--- src/rtl/key_pkg.sv ---
// Shared constants and state encoding for the key debouncer.
package key_pkg;

  localparam int unsigned N_KEYS = 4;
  localparam int unsigned DB_CYCLES_DEF = 240000;  // 20 ms at 12 MHz

  localparam logic [3:0] MODE_RESET = 4'b0001;

  typedef enum logic [1:0] {
    UP,
    WAIT_DN,
    DOWN,
    WAIT_UP
  } db_state_t;

endpackage

--- src/rtl/key_db_chan.sv ---
// One debounce channel: 2-flop synchronizer, stability counter and press/release FSM.
// KEY_DEBOUNCE_RELEASE_EVT_EN adds the release_evt pulse output.
module key_db_chan
  import key_pkg::*;
#(
  parameter int unsigned DB_CYCLES = DB_CYCLES_DEF,
  parameter int unsigned CNT_W     = $clog2(DB_CYCLES)
) (
  input  logic clk,
  input  logic rst_n,
  input  logic key_n,
  output logic level,
`ifdef KEY_DEBOUNCE_RELEASE_EVT_EN
  output logic release_evt,
`endif
  output logic press
);

  localparam logic [CNT_W-1:0] CntLast = CNT_W'(DB_CYCLES - 1);

  logic [1:0] sync_q;
  logic       sync;

  db_state_t        state_q, state_d;
  logic [CNT_W-1:0] cnt_q, cnt_d;
  logic [CNT_W-1:0] cnt_inc;
  logic             press_q, press_d;

  always_ff @(posedge clk or negedge rst_n) begin
    if (!rst_n) begin
      sync_q <= '0;
    end else begin
      sync_q <= {sync_q[0], ~key_n};
    end
  end

  assign sync    = sync_q[1];
  assign cnt_inc = cnt_q + CNT_W'(1);

`ifdef KEY_DEBOUNCE_RELEASE_EVT_EN
  logic rel_q, rel_d;
`endif

  // The UP/DOWN cycle that sees the new level counts toward stability, so the
  // wait state exits when the incremented count hits DB_CYCLES-1.
  always_comb begin
    state_d = state_q;
    cnt_d   = cnt_q;
    press_d = 1'b0;
`ifdef KEY_DEBOUNCE_RELEASE_EVT_EN
    rel_d   = 1'b0;
`endif
    unique case (state_q)
      UP: begin
        if (sync) begin
          state_d = WAIT_DN;
          cnt_d   = '0;
        end
      end
      WAIT_DN: begin
        if (!sync) begin
          state_d = UP;
          cnt_d   = '0;
        end else if (cnt_inc == CntLast) begin
          state_d = DOWN;
          cnt_d   = '0;
          press_d = 1'b1;
        end else begin
          cnt_d = cnt_inc;
        end
      end
      DOWN: begin
        if (!sync) begin
          state_d = WAIT_UP;
          cnt_d   = '0;
        end
      end
      WAIT_UP: begin
        if (sync) begin
          state_d = DOWN;
          cnt_d   = '0;
        end else if (cnt_inc == CntLast) begin
          state_d = UP;
          cnt_d   = '0;
`ifdef KEY_DEBOUNCE_RELEASE_EVT_EN
          rel_d   = 1'b1;
`endif
        end else begin
          cnt_d = cnt_inc;
        end
      end
      default: begin
        state_d = UP;
        cnt_d   = '0;
      end
    endcase
  end

  always_ff @(posedge clk or negedge rst_n) begin
    if (!rst_n) begin
      state_q <= UP;
      cnt_q   <= '0;
      press_q <= 1'b0;
    end else begin
      state_q <= state_d;
      cnt_q   <= cnt_d;
      press_q <= press_d;
    end
  end

`ifdef KEY_DEBOUNCE_RELEASE_EVT_EN
  always_ff @(posedge clk or negedge rst_n) begin
    if (!rst_n) begin
      rel_q <= 1'b0;
    end else begin
      rel_q <= rel_d;
    end
  end

  assign release_evt = rel_q;
`endif

  assign level = (state_q == DOWN) || (state_q == WAIT_UP);
  assign press = press_q;

endmodule

--- src/rtl/key_debounce.sv ---
// Debounces active-low keys into press pulses and a one-hot "last key pressed" mode register.
// KEY_DEBOUNCE_RELEASE_EVT_EN adds the key_release pulse output.
module key_debounce #(
  parameter int unsigned N_KEYS    = key_pkg::N_KEYS,
  parameter int unsigned DB_CYCLES = key_pkg::DB_CYCLES_DEF,
  parameter int unsigned CNT_W     = $clog2(DB_CYCLES)
) (
  input  logic              clk,
  input  logic              rst_n,
  input  logic [N_KEYS-1:0] key_in,
  output logic [N_KEYS-1:0] key_level,
  output logic [N_KEYS-1:0] key_press,
`ifdef KEY_DEBOUNCE_RELEASE_EVT_EN
  output logic [N_KEYS-1:0] key_release,
`endif
  output logic [N_KEYS-1:0] key_out
);

  logic [N_KEYS-1:0] press_sel;
  logic [N_KEYS-1:0] key_out_q;

  for (genvar i = 0; i < N_KEYS; i++) begin : g_chan
    key_db_chan #(
      .DB_CYCLES(DB_CYCLES),
      .CNT_W    (CNT_W)
    ) u_chan (
      .clk        (clk),
      .rst_n      (rst_n),
      .key_n      (key_in[i]),
      .level      (key_level[i]),
`ifdef KEY_DEBOUNCE_RELEASE_EVT_EN
      .release_evt(key_release[i]),
`endif
      .press      (key_press[i])
    );
  end

  // Isolate the lowest set bit: simultaneous presses resolve to the lowest index.
  assign press_sel = key_press & (~key_press + N_KEYS'(1));

  always_ff @(posedge clk or negedge rst_n) begin
    if (!rst_n) begin
      key_out_q <= N_KEYS'(key_pkg::MODE_RESET);
    end else if (|key_press) begin
      key_out_q <= press_sel;
    end
  end

  assign key_out = key_out_q;

endmodule

--- config.mk ---
export PLATFORM = sky130hd
export DESIGN_NAME = key_debounce
export DESIGN_NICKNAME = d
export VERILOG_FILES = /design/src/rtl/key_pkg.sv /design/src/rtl/key_db_chan.sv /design/src/rtl/key_debounce.sv
export SDC_FILE = /design/constraint.sdc
export NUM_CORES = 1
export LEC_CHECK = 0
export ABC_CLOCK_PERIOD_IN_PS = 4810
export BUFFER_PORTS_ARGS = -buffer_cell sky130_fd_sc_hd__buf_2
export CAP_MARGIN = 20
export CORE_MARGIN = 1.5
export CORE_UTILIZATION = 60
export CTS_BUF_LIST = sky130_fd_sc_hd__clkbuf_4 sky130_fd_sc_hd__clkbuf_8
export DETAILED_ROUTE_END_ITERATION = 8
export PLACE_DENSITY = 0.77
export SYNTH_ARGS = -nofsm -noshare
export SYNTH_HDL_FRONTEND = slang
export SYNTH_SLANG_ARGS = --single-unit
--- constraint.sdc ---
create_clock -name clk -period 4.81 [get_ports clk]
set_clock_uncertainty 0.15 [all_clocks]
set_input_delay 0.2405 -clock clk [delete_from_list [all_inputs] [get_ports clk]]
set_output_delay 0.2405 -clock clk [all_outputs]
set_load 0.02 [all_outputs]
==> impl_metrics.toml, run 1 <==
[setup_path]
cpLargestDelayFamily = "simple AND/OR/NAND/NOR gates"
path_buf_inv = 0
timing.critical_path.to_type = "register"
arrival_ns = 3.52
critical_path.max_fanout = 11
worst-endpoint-required_ns = 4.91
cp_slowest_cell = "sky130_fd_sc_hd__nor4_2"
critical_path_class = "reg -> reg"
crit_path_start_kind = "register"
crit_path_cell_trace = "ha_1, nand4_1, nor4_1, and4_1, nor3_1, nor4_2, nor2_1, a221o_1"
crit_path_max_cell_delay_ns = 0.86

[die]
die_w_um = 102.1
die_height_um = 102.1
core_region_area_um2 = 9371
fp-row-count = 35
floorplan.die_area_um2 = 10430
initial_utilization_pct = 62.92
pin_count = 18

[placement]
dpl.cell_count = 754
dp_hpwl_mm = 8.592
routabilityCongestion = 0.8793
buffer_ports.inserted = 17

[cells_and_area]
fin_util_pct = 65.91
mostFrequentLayoutCell = "sky130_fd_sc_hd__dfrtp_1"
nets = 656
num_antenna_cells = 0
most_frequent_cells_in_the_layout = "95 x sky130_fd_sc_hd__dfrtp_1, 81 x sky130_fd_sc_hd__nand2_1, 44 x sky130_fd_sc_hd__nand3_1"
layout.filler_cells = 791
fin_cells = 776
p_r_area_growth_vs_syn_pct = 4.753
layout_cell_share_with_drive_strength_beyond_1_pct = 8.655

[logic_synthesis]
syn_inst = 659
syn_nets = 673
count_of_flip_flops_with_a_built_in_enable_after_synthesis = 0
mappedNetlistArea_um2 = 5897
syn_avg_cell_area_um2 = 8.948
synth_seq_area_share_pct = 40.76
post-synth-top-area-fraction_pct = 40.31
ys_top_cells_by_area = "sky130_fd_sc_hd__dfrtp_1 40%, sky130_fd_sc_hd__nand2_1 5.2%, sky130_fd_sc_hd__nand3_1 3.7%, sky130_fd_sc_hd__o21ai_0 2.7%, sky130_fd_sc_hd__xor2_1 2.7%"
ys.warnings.count = 0
synth-main-ff-cell = "sky130_fd_sc_hd__dfrtp_1"
yosys_top_cell_by_area = "sky130_fd_sc_hd__dfrtp_1"
ys_ff_latch = 96
async_set_or_reset_flop_fraction_in_the_synthesized_netlist_pct = 100.0
netlist-cell-type-count = 72

[global_routing]
grt_max_degree = 51
grt_remaining_overflow = 0
antenna_found_initial = 0
grt_first_pass_wirelength_mm = 21.69
overall_global_routing_resource_usage_pct = 25.90
via_count_of_the_first_global_routing_pass = 4616

[sta]
part_of_the_cycle_the_worst_path_needs_pct = 71.18
final_hold_viol_count = 0
final.setup.tns_ns = 0
max_clock_freq_mhz = 292.1
max-slew-margin-rel_pct = 31.35
finalWorstPathRequiredPeriod_ns = 3.424
setup_viol = 0
final_slew_viol_count = 0
tightestPinTransition_ns = 1.026
setup_repair_after_global_routing_missed_its_margin = "false"

[pwr]
p_leak_uw = 0.002666
power_density_nw_per_um2 = 246.6
peakVddDrop_mv = 0.1505

[cts]
clk-insertion-delay-late_ns = 0.37
cts.sink_count = 96
cts-htree-levels = 3
num_cts_buffers = 9
cts_root_buf = "sky130_fd_sc_hd__clkbuf_8"
ctsLongestPathBuffers = 2
cts_setup_buffers = 0
clk_pin_slew_ns = 0.10
cts_tree = "done"

[run_status]
result_of_the_run = "complete, no violations"

[detailed_routing]
dr_total_vias = 5011
wire_per_inst_um = 16.30
drt_first_iter_violations = 230
drcViolationCount = 0
drt-total-wl_mm = 12.65
detail_route.vias_per_cell = 6.457
antenna_left = 0
firstDrtPassIters = 4

[worst_hold_path]
hp-class = "reg -> reg"

[flow_run]
timing.max_cap.violations = 0
-- synth_stat cells (5+ instances only) --
cell	instances
sky130_fd_sc_hd__a211o_1	7
sky130_fd_sc_hd__o22ai_1	6
sky130_fd_sc_hd__a32o_1	12
sky130_fd_sc_hd__mux2i_1	7
sky130_fd_sc_hd__nand4_1	22
sky130_fd_sc_hd__ha_1	8
sky130_fd_sc_hd__dfrtp_1	95
sky130_fd_sc_hd__nand3_1	44
sky130_fd_sc_hd__nand2b_1	7
sky130_fd_sc_hd__nor3_1	20
sky130_fd_sc_hd__a21oi_1	22
sky130_fd_sc_hd__nor2_1	32
sky130_fd_sc_hd__buf_4	13
sky130_fd_sc_hd__and4_1	12
sky130_fd_sc_hd__nor2b_1	8
sky130_fd_sc_hd__nand2_1	81
sky130_fd_sc_hd__xor2_1	18
sky130_fd_sc_hd__o21ai_0	32
sky130_fd_sc_hd__o31ai_1	7
sky130_fd_sc_hd__and3_1	11
sky130_fd_sc_hd__and4b_1	5
sky130_fd_sc_hd__inv_1	18
sky130_fd_sc_hd__a31oi_1	5
sky130_fd_sc_hd__nor3b_1	8
sky130_fd_sc_hd__clkbuf_1	29
sky130_fd_sc_hd__a21o_1	11
sky130_fd_sc_hd__buf_2	8
sky130_fd_sc_hd__and2_1	7
sky130_fd_sc_hd__or3_1	10
sky130_fd_sc_hd__nor4_1	13
sky130_fd_sc_hd__xnor2_1	15
-- what timing repair did --
action	in CTS	in global routing
hold buffers	5	0
endpoints found under the hold margin	53	0
gates resized for setup	0	0
-- state kept, by name, summed over array words and instances, names as in the netlist, named ones only --
| signal | flops |
|---|---|
| g_chan.u_chan.press | 4 |
| g_chan.u_chan.state_q | 4 |
| key_out | 4 |
| g_chan.u_chan.cnt_q | 72 |
| g_chan.u_chan.sync_q | 8 |
-- through the flow --
step                      worst slack [ns]  area [um^2]  hold slack, ns  total power [uW]
after global placement               1.581         5879          0.1584             917.3
after global routing                 1.194         6177          0.2133              1577
final                                1.386         6177          0.1996              1523
after CTS                            1.404         6170          0.2049              1530
after floorplan                      2.079         5897         -0.2051             889.0
after detailed placement             1.439         5891          0.1665             922.2
-- kinds of logic after synthesis --
kind of cell,share of synthesized area [%]
AND/OR/NAND/NOR,28.81
AO/OA/AOI/OAI,15.89
flip-flops,40.76
buffers and inverters,5.792
XOR/XNOR,4.901
multiplexers,2.143
adder cells (fa/ha/maj),1.698
-- cell type report --
type,instances,area (um^2),share of cell area [%]
Sequential cell,96,2404,38.91
Clock inverter,4,76.32,1.236
Multi-Input combinational cell,492,3152,51.02
Timing Repair Buffer,25,163.9,2.653
Tap cell,129,161.4,2.613
Clock buffer,12,152.6,2.471
Inverter,18,67.56,1.094
-- per-layer routing --
| layer | GRT usage, % | wire [um] |
|---|---|---|
| met1 | 35.75 | 5857 |
| met2 | 42.69 | 6071 |
| met3 | 3.146 | 529 |
| met4 | 8.535 | 191 |
| met5 | 0 | 0 |
-- power by group --
part	switching [uW]	internal (uW)
Combinational	52.2	21.0
Clock	292	321
Sequential	19.3	817
Total	364	1160
-- final timing paths --
kind                                       startpoint                         end  slack, ns  cells past startpoint
min reg2reg                g_chan[2].u_chan.sync_q[0]  g_chan[2].u_chan.sync_q[1]       0.20                      0
min in group asynchronous                       rst_n   g_chan[3].u_chan.cnt_q[0]       0.29                      2
max reg2reg                 g_chan[1].u_chan.cnt_q[0]   g_chan[1].u_chan.cnt_q[6]       1.39                      8
min                        g_chan[2].u_chan.sync_q[0]  g_chan[2].u_chan.sync_q[1]       0.20                      0
max in group asynchronous                       rst_n   g_chan[1].u_chan.cnt_q[4]       3.15                      3
max                         g_chan[1].u_chan.cnt_q[0]   g_chan[1].u_chan.cnt_q[6]       1.39                      8
Power figures use the tool's default switching activity.
==> run 2: changes to the inputs <==
--- a/config.mk
+++ b/config.mk
@@ -5,14 +5,15 @@
 export SDC_FILE = /design/constraint.sdc
 export NUM_CORES = 1
 export LEC_CHECK = 0
-export ABC_CLOCK_PERIOD_IN_PS = 4810
+export ABC_AREA = 1
+export ABC_CLOCK_PERIOD_IN_PS = 2900
 export BUFFER_PORTS_ARGS = -buffer_cell sky130_fd_sc_hd__buf_2
 export CAP_MARGIN = 20
 export CORE_MARGIN = 1.5
-export CORE_UTILIZATION = 60
+export CORE_UTILIZATION = 59
 export CTS_BUF_LIST = sky130_fd_sc_hd__clkbuf_4 sky130_fd_sc_hd__clkbuf_8
 export DETAILED_ROUTE_END_ITERATION = 8
-export PLACE_DENSITY = 0.77
+export PLACE_DENSITY = 0.79
 export SYNTH_ARGS = -nofsm -noshare
 export SYNTH_HDL_FRONTEND = slang
 export SYNTH_SLANG_ARGS = --single-unit
==> constraint.sdc (replaced) <==
create_clock -name clk -period 2.9 [get_ports clk]
set_clock_uncertainty 0.15 [all_clocks]
set_input_delay 0.145 -clock clk [delete_from_list [all_inputs] [get_ports clk]]
set_output_delay 0.145 -clock clk [all_outputs]
set_load 0.02 [all_outputs]
==> run 2 against run 1 <==
  * Wire length is 4.9% higher
  * Sequential power is 90% higher
  * Critical path depth is 4 higher
  * Final cell count is 26% higher
  * Clock power is 45% higher
  * Worst setup slack worse by 0.91 ns
  * Area after synthesis is 0.53% higher
  * Largest cell class unchanged
==> impl_metrics.toml, run 2 <==
[run_status]
result_of_the_run = "complete, no violations"

[sta]
tightestPinTransition_ns = 0.7915
final_hold_viol_count = 0
max_clock_freq_mhz = 411.9
final.hold.worst_slack_ns = 0.2062
setup_repair_after_global_routing_missed_its_margin = "false"
final.setup.tns_ns = 0
finalWorstPathRequiredPeriod_ns = 2.428
part_of_the_cycle_the_worst_path_needs_pct = 83.71
max-slew-margin-rel_pct = 47.23
worst_slack_ns = 0.4724
setup_viol = 0
final_slew_viol_count = 0

[cells_and_area]
num_antenna_cells = 0
flip_flop_count_of_the_largest_register_all_copies_and_words_added = 72
layout_cell_share_with_drive_strength_beyond_1_pct = 9.445
registers_with_the_highest_flip_flop_counts = "g_chan.u_chan.cnt_q (72), g_chan.u_chan.sync_q (8)"
layout.filler_cells = 884
largest-register = "g_chan.u_chan.cnt_q"
mostFrequentLayoutCell = "sky130_fd_sc_hd__nand2_1"
nets = 856
fin_util_pct = 64.36
most_frequent_cells_in_the_layout = "235 x sky130_fd_sc_hd__nand2_1, 118 x sky130_fd_sc_hd__inv_1, 102 x sky130_fd_sc_hd__nor2_1"
p_r_area_growth_vs_syn_pct = 6.121

[pwr]
switching_share_pct = 35.99
power.net_switching_uw = 1169
p_leak_uw = 0.002687
pwr-share-seq_pct = 48.8
p_int_uw = 2080
peakVddDrop_mv = 0.6693
power_density_nw_per_um2 = 516.5
comb_power_share_pct = 23.8
clkPwrFrac_pct = 27.4

[cts]
clk-insertion-delay-late_ns = 0.37
cts_root_buf = "sky130_fd_sc_hd__clkbuf_8"
cts_tree = "done"
cts_resized = 0
ctsLongestPathBuffers = 2
num_cts_buffers = 9
cts_setup_buffers = 0
cts-htree-levels = 3
clk_pin_slew_ns = 0.09
cts.sink_count = 96
post_cts_hold_buffer_count = 5

[flow_run]
timing.max_cap.violations = 0

[logic_synthesis]
netlist-cell-type-count = 37
post-synth-top-count-cell = "sky130_fd_sc_hd__nand2_1"
ys.warnings.count = 0
syn_avg_cell_area_um2 = 7.160
yosys_top_cell_by_area = "sky130_fd_sc_hd__dfrtp_1"
count_of_flip_flops_with_a_built_in_enable_after_synthesis = 0
synthTopCellsByCount = "235 x sky130_fd_sc_hd__nand2_1, 118 x sky130_fd_sc_hd__inv_1, 102 x sky130_fd_sc_hd__nor2_1"
syn_inst = 828
ys_top_cells_by_area = "sky130_fd_sc_hd__dfrtp_1 40%, sky130_fd_sc_hd__nand2_1 15%, sky130_fd_sc_hd__inv_1 7.5%, sky130_fd_sc_hd__nor2_1 6.5%, sky130_fd_sc_hd__nand3_1 5.0%"
syn_nets = 842
post-synth-top-area-fraction_pct = 40.10
async_set_or_reset_flop_fraction_in_the_synthesized_netlist_pct = 100.0
synth_seq_area_share_pct = 40.54
mappedNetlistArea_um2 = 5928
ys_ff_latch = 96
synth-main-ff-cell = "sky130_fd_sc_hd__dfrtp_1"

[global_routing]
grt_remaining_overflow = 0
via_count_of_the_first_global_routing_pass = 5134
grt_max_degree = 63
grt_first_pass_wirelength_mm = 22.81
overall_global_routing_resource_usage_pct = 27.34
antenna_found_initial = 0

[die]
fp-row-count = 36
die_w_um = 103.2
initial_utilization_pct = 60.65
floorplan.die_area_um2 = 10660
pin_count = 18
core_region_area_um2 = 9774
die_height_um = 103.2

[setup_path]
crit_path_start_kind = "register"
worst-endpoint-required_ns = 2.99
critical_path_class = "reg -> reg"
timing.critical_path.to_type = "register"
arrival_ns = 2.51
critical_path.max_fanout = 16

[detailed_routing]
drcViolationCount = 0
antenna_left = 0
detail_route.vias_per_cell = 5.470
dr_total_vias = 5361
wire_per_inst_um = 13.55
drt_first_iter_violations = 348
drt-total-wl_mm = 13.28
firstDrtPassIters = 8

[placement]
dp_hpwl_mm = 9.815
routabilityCongestion = 0.9585
worst_slack_at_placement_ns = 0.5349
buffer_ports.inserted = 17

[worst_hold_path]
hp-class = "reg -> reg"
[run 2: cell types whose count changed in the layout (fill, tap and decap cells not counted), sizes merged, moves of 11 or more]
cell	change
a32o	-11
nor4	-11
and4	-12
nor2	+87
a21o	-11
o22ai	+31
nor3	-11
inv	+100
nand2	+162
nand3	+18
a21oi	-17
o21ai	+11
[run 2: critical path, cell delays in order (launching register included)]
cell	delay [ns]
sky130_fd_sc_hd__dfrtp_1	0.42
sky130_fd_sc_hd__ha_1	0.21
sky130_fd_sc_hd__nand2_1	0.11
sky130_fd_sc_hd__nor2_2	0.17
sky130_fd_sc_hd__nand2_1	0.12
sky130_fd_sc_hd__nor2_2	0.19
sky130_fd_sc_hd__nand3b_1	0.10
sky130_fd_sc_hd__nand2_1	0.14
sky130_fd_sc_hd__nand3_1	0.08
sky130_fd_sc_hd__nor2_1	0.13
sky130_fd_sc_hd__nand2_2	0.10
sky130_fd_sc_hd__nand2_4	0.22
sky130_fd_sc_hd__a21boi_0	0.14
[run 2: logic make-up after synthesis]
group | synth area share (%)
AO/OA/AOI/OAI | 9.540
adder cells (fa/ha/maj) | 1.689
multiplexers | 0.5066
XOR/XNOR | 2.364
flip-flops | 40.54
AND/OR/NAND/NOR | 35.27
buffers and inverters | 10.09
[run 2: power groups by stage]
| stage | combinational, uW | clock [uW] | sequential [uW] |
|---|---|---|---|
| finish | 773 | 890 | 1590 |
| global route | 875 | 966 | 1610 |
| CTS | 770 | 912 | 1590 |
| detailed placement | 763 | 0 | 1610 |
| global placement | 732 | 0 | 1600 |
| floorplan | 666 | 0 | 1580 |
[run 2: path summary, 6_finish.rpt]
check / slack [ns] / cells past startpoint / start / end
min reg2reg: 0.21 / 0 / g_chan[3].u_chan.sync_q[0] / g_chan[3].u_chan.sync_q[1]
min in group asynchronous: 0.24 / 2 / rst_n / g_chan[2].u_chan.cnt_q[5]
max in group asynchronous: 1.62 / 3 / rst_n / g_chan[3].u_chan.sync_q[1]
min: 0.21 / 0 / g_chan[3].u_chan.sync_q[0] / g_chan[3].u_chan.sync_q[1]
max reg2reg: 0.47 / 12 / g_chan[0].u_chan.cnt_q[0] / g_chan[0].u_chan.cnt_q[0]
max: 0.47 / 12 / g_chan[0].u_chan.cnt_q[0] / g_chan[0].u_chan.cnt_q[0]
[run 2: layout make-up]
type,count,area (um^2),share of cell area [%]
flip-flops and latches,96,2404,38.21
multi-input cells,592,2927,46.52
clock buffers,11,138.9,2.208
repair buffers,24,152.6,2.426
clock inverters,5,56.30,0.8950
well taps,133,166.4,2.645
inverters,119,446.7,7.100
[run 2: per-stage QoR]
stage	power (uW)	instance area, um^2	cells
after floorplan	2250	5928	828
after global routing	3450	6291	980
after detailed placement	2377	6046	959
after global placement	2331	6046	959
final	3249	6291	980
after CTS	3268	6291	980
[run 2: routing by layer]
layer | vias up | routed length, um | global-route usage [%]
met3 | 21 | 619 | 3.293
met2 | 155 | 6367 | 45.39
li1 | 2685 | - | -
met4 | 0 | 229 | 11.23
met5 | - | 0 | 0
met1 | 2500 | 6058 | 36.63
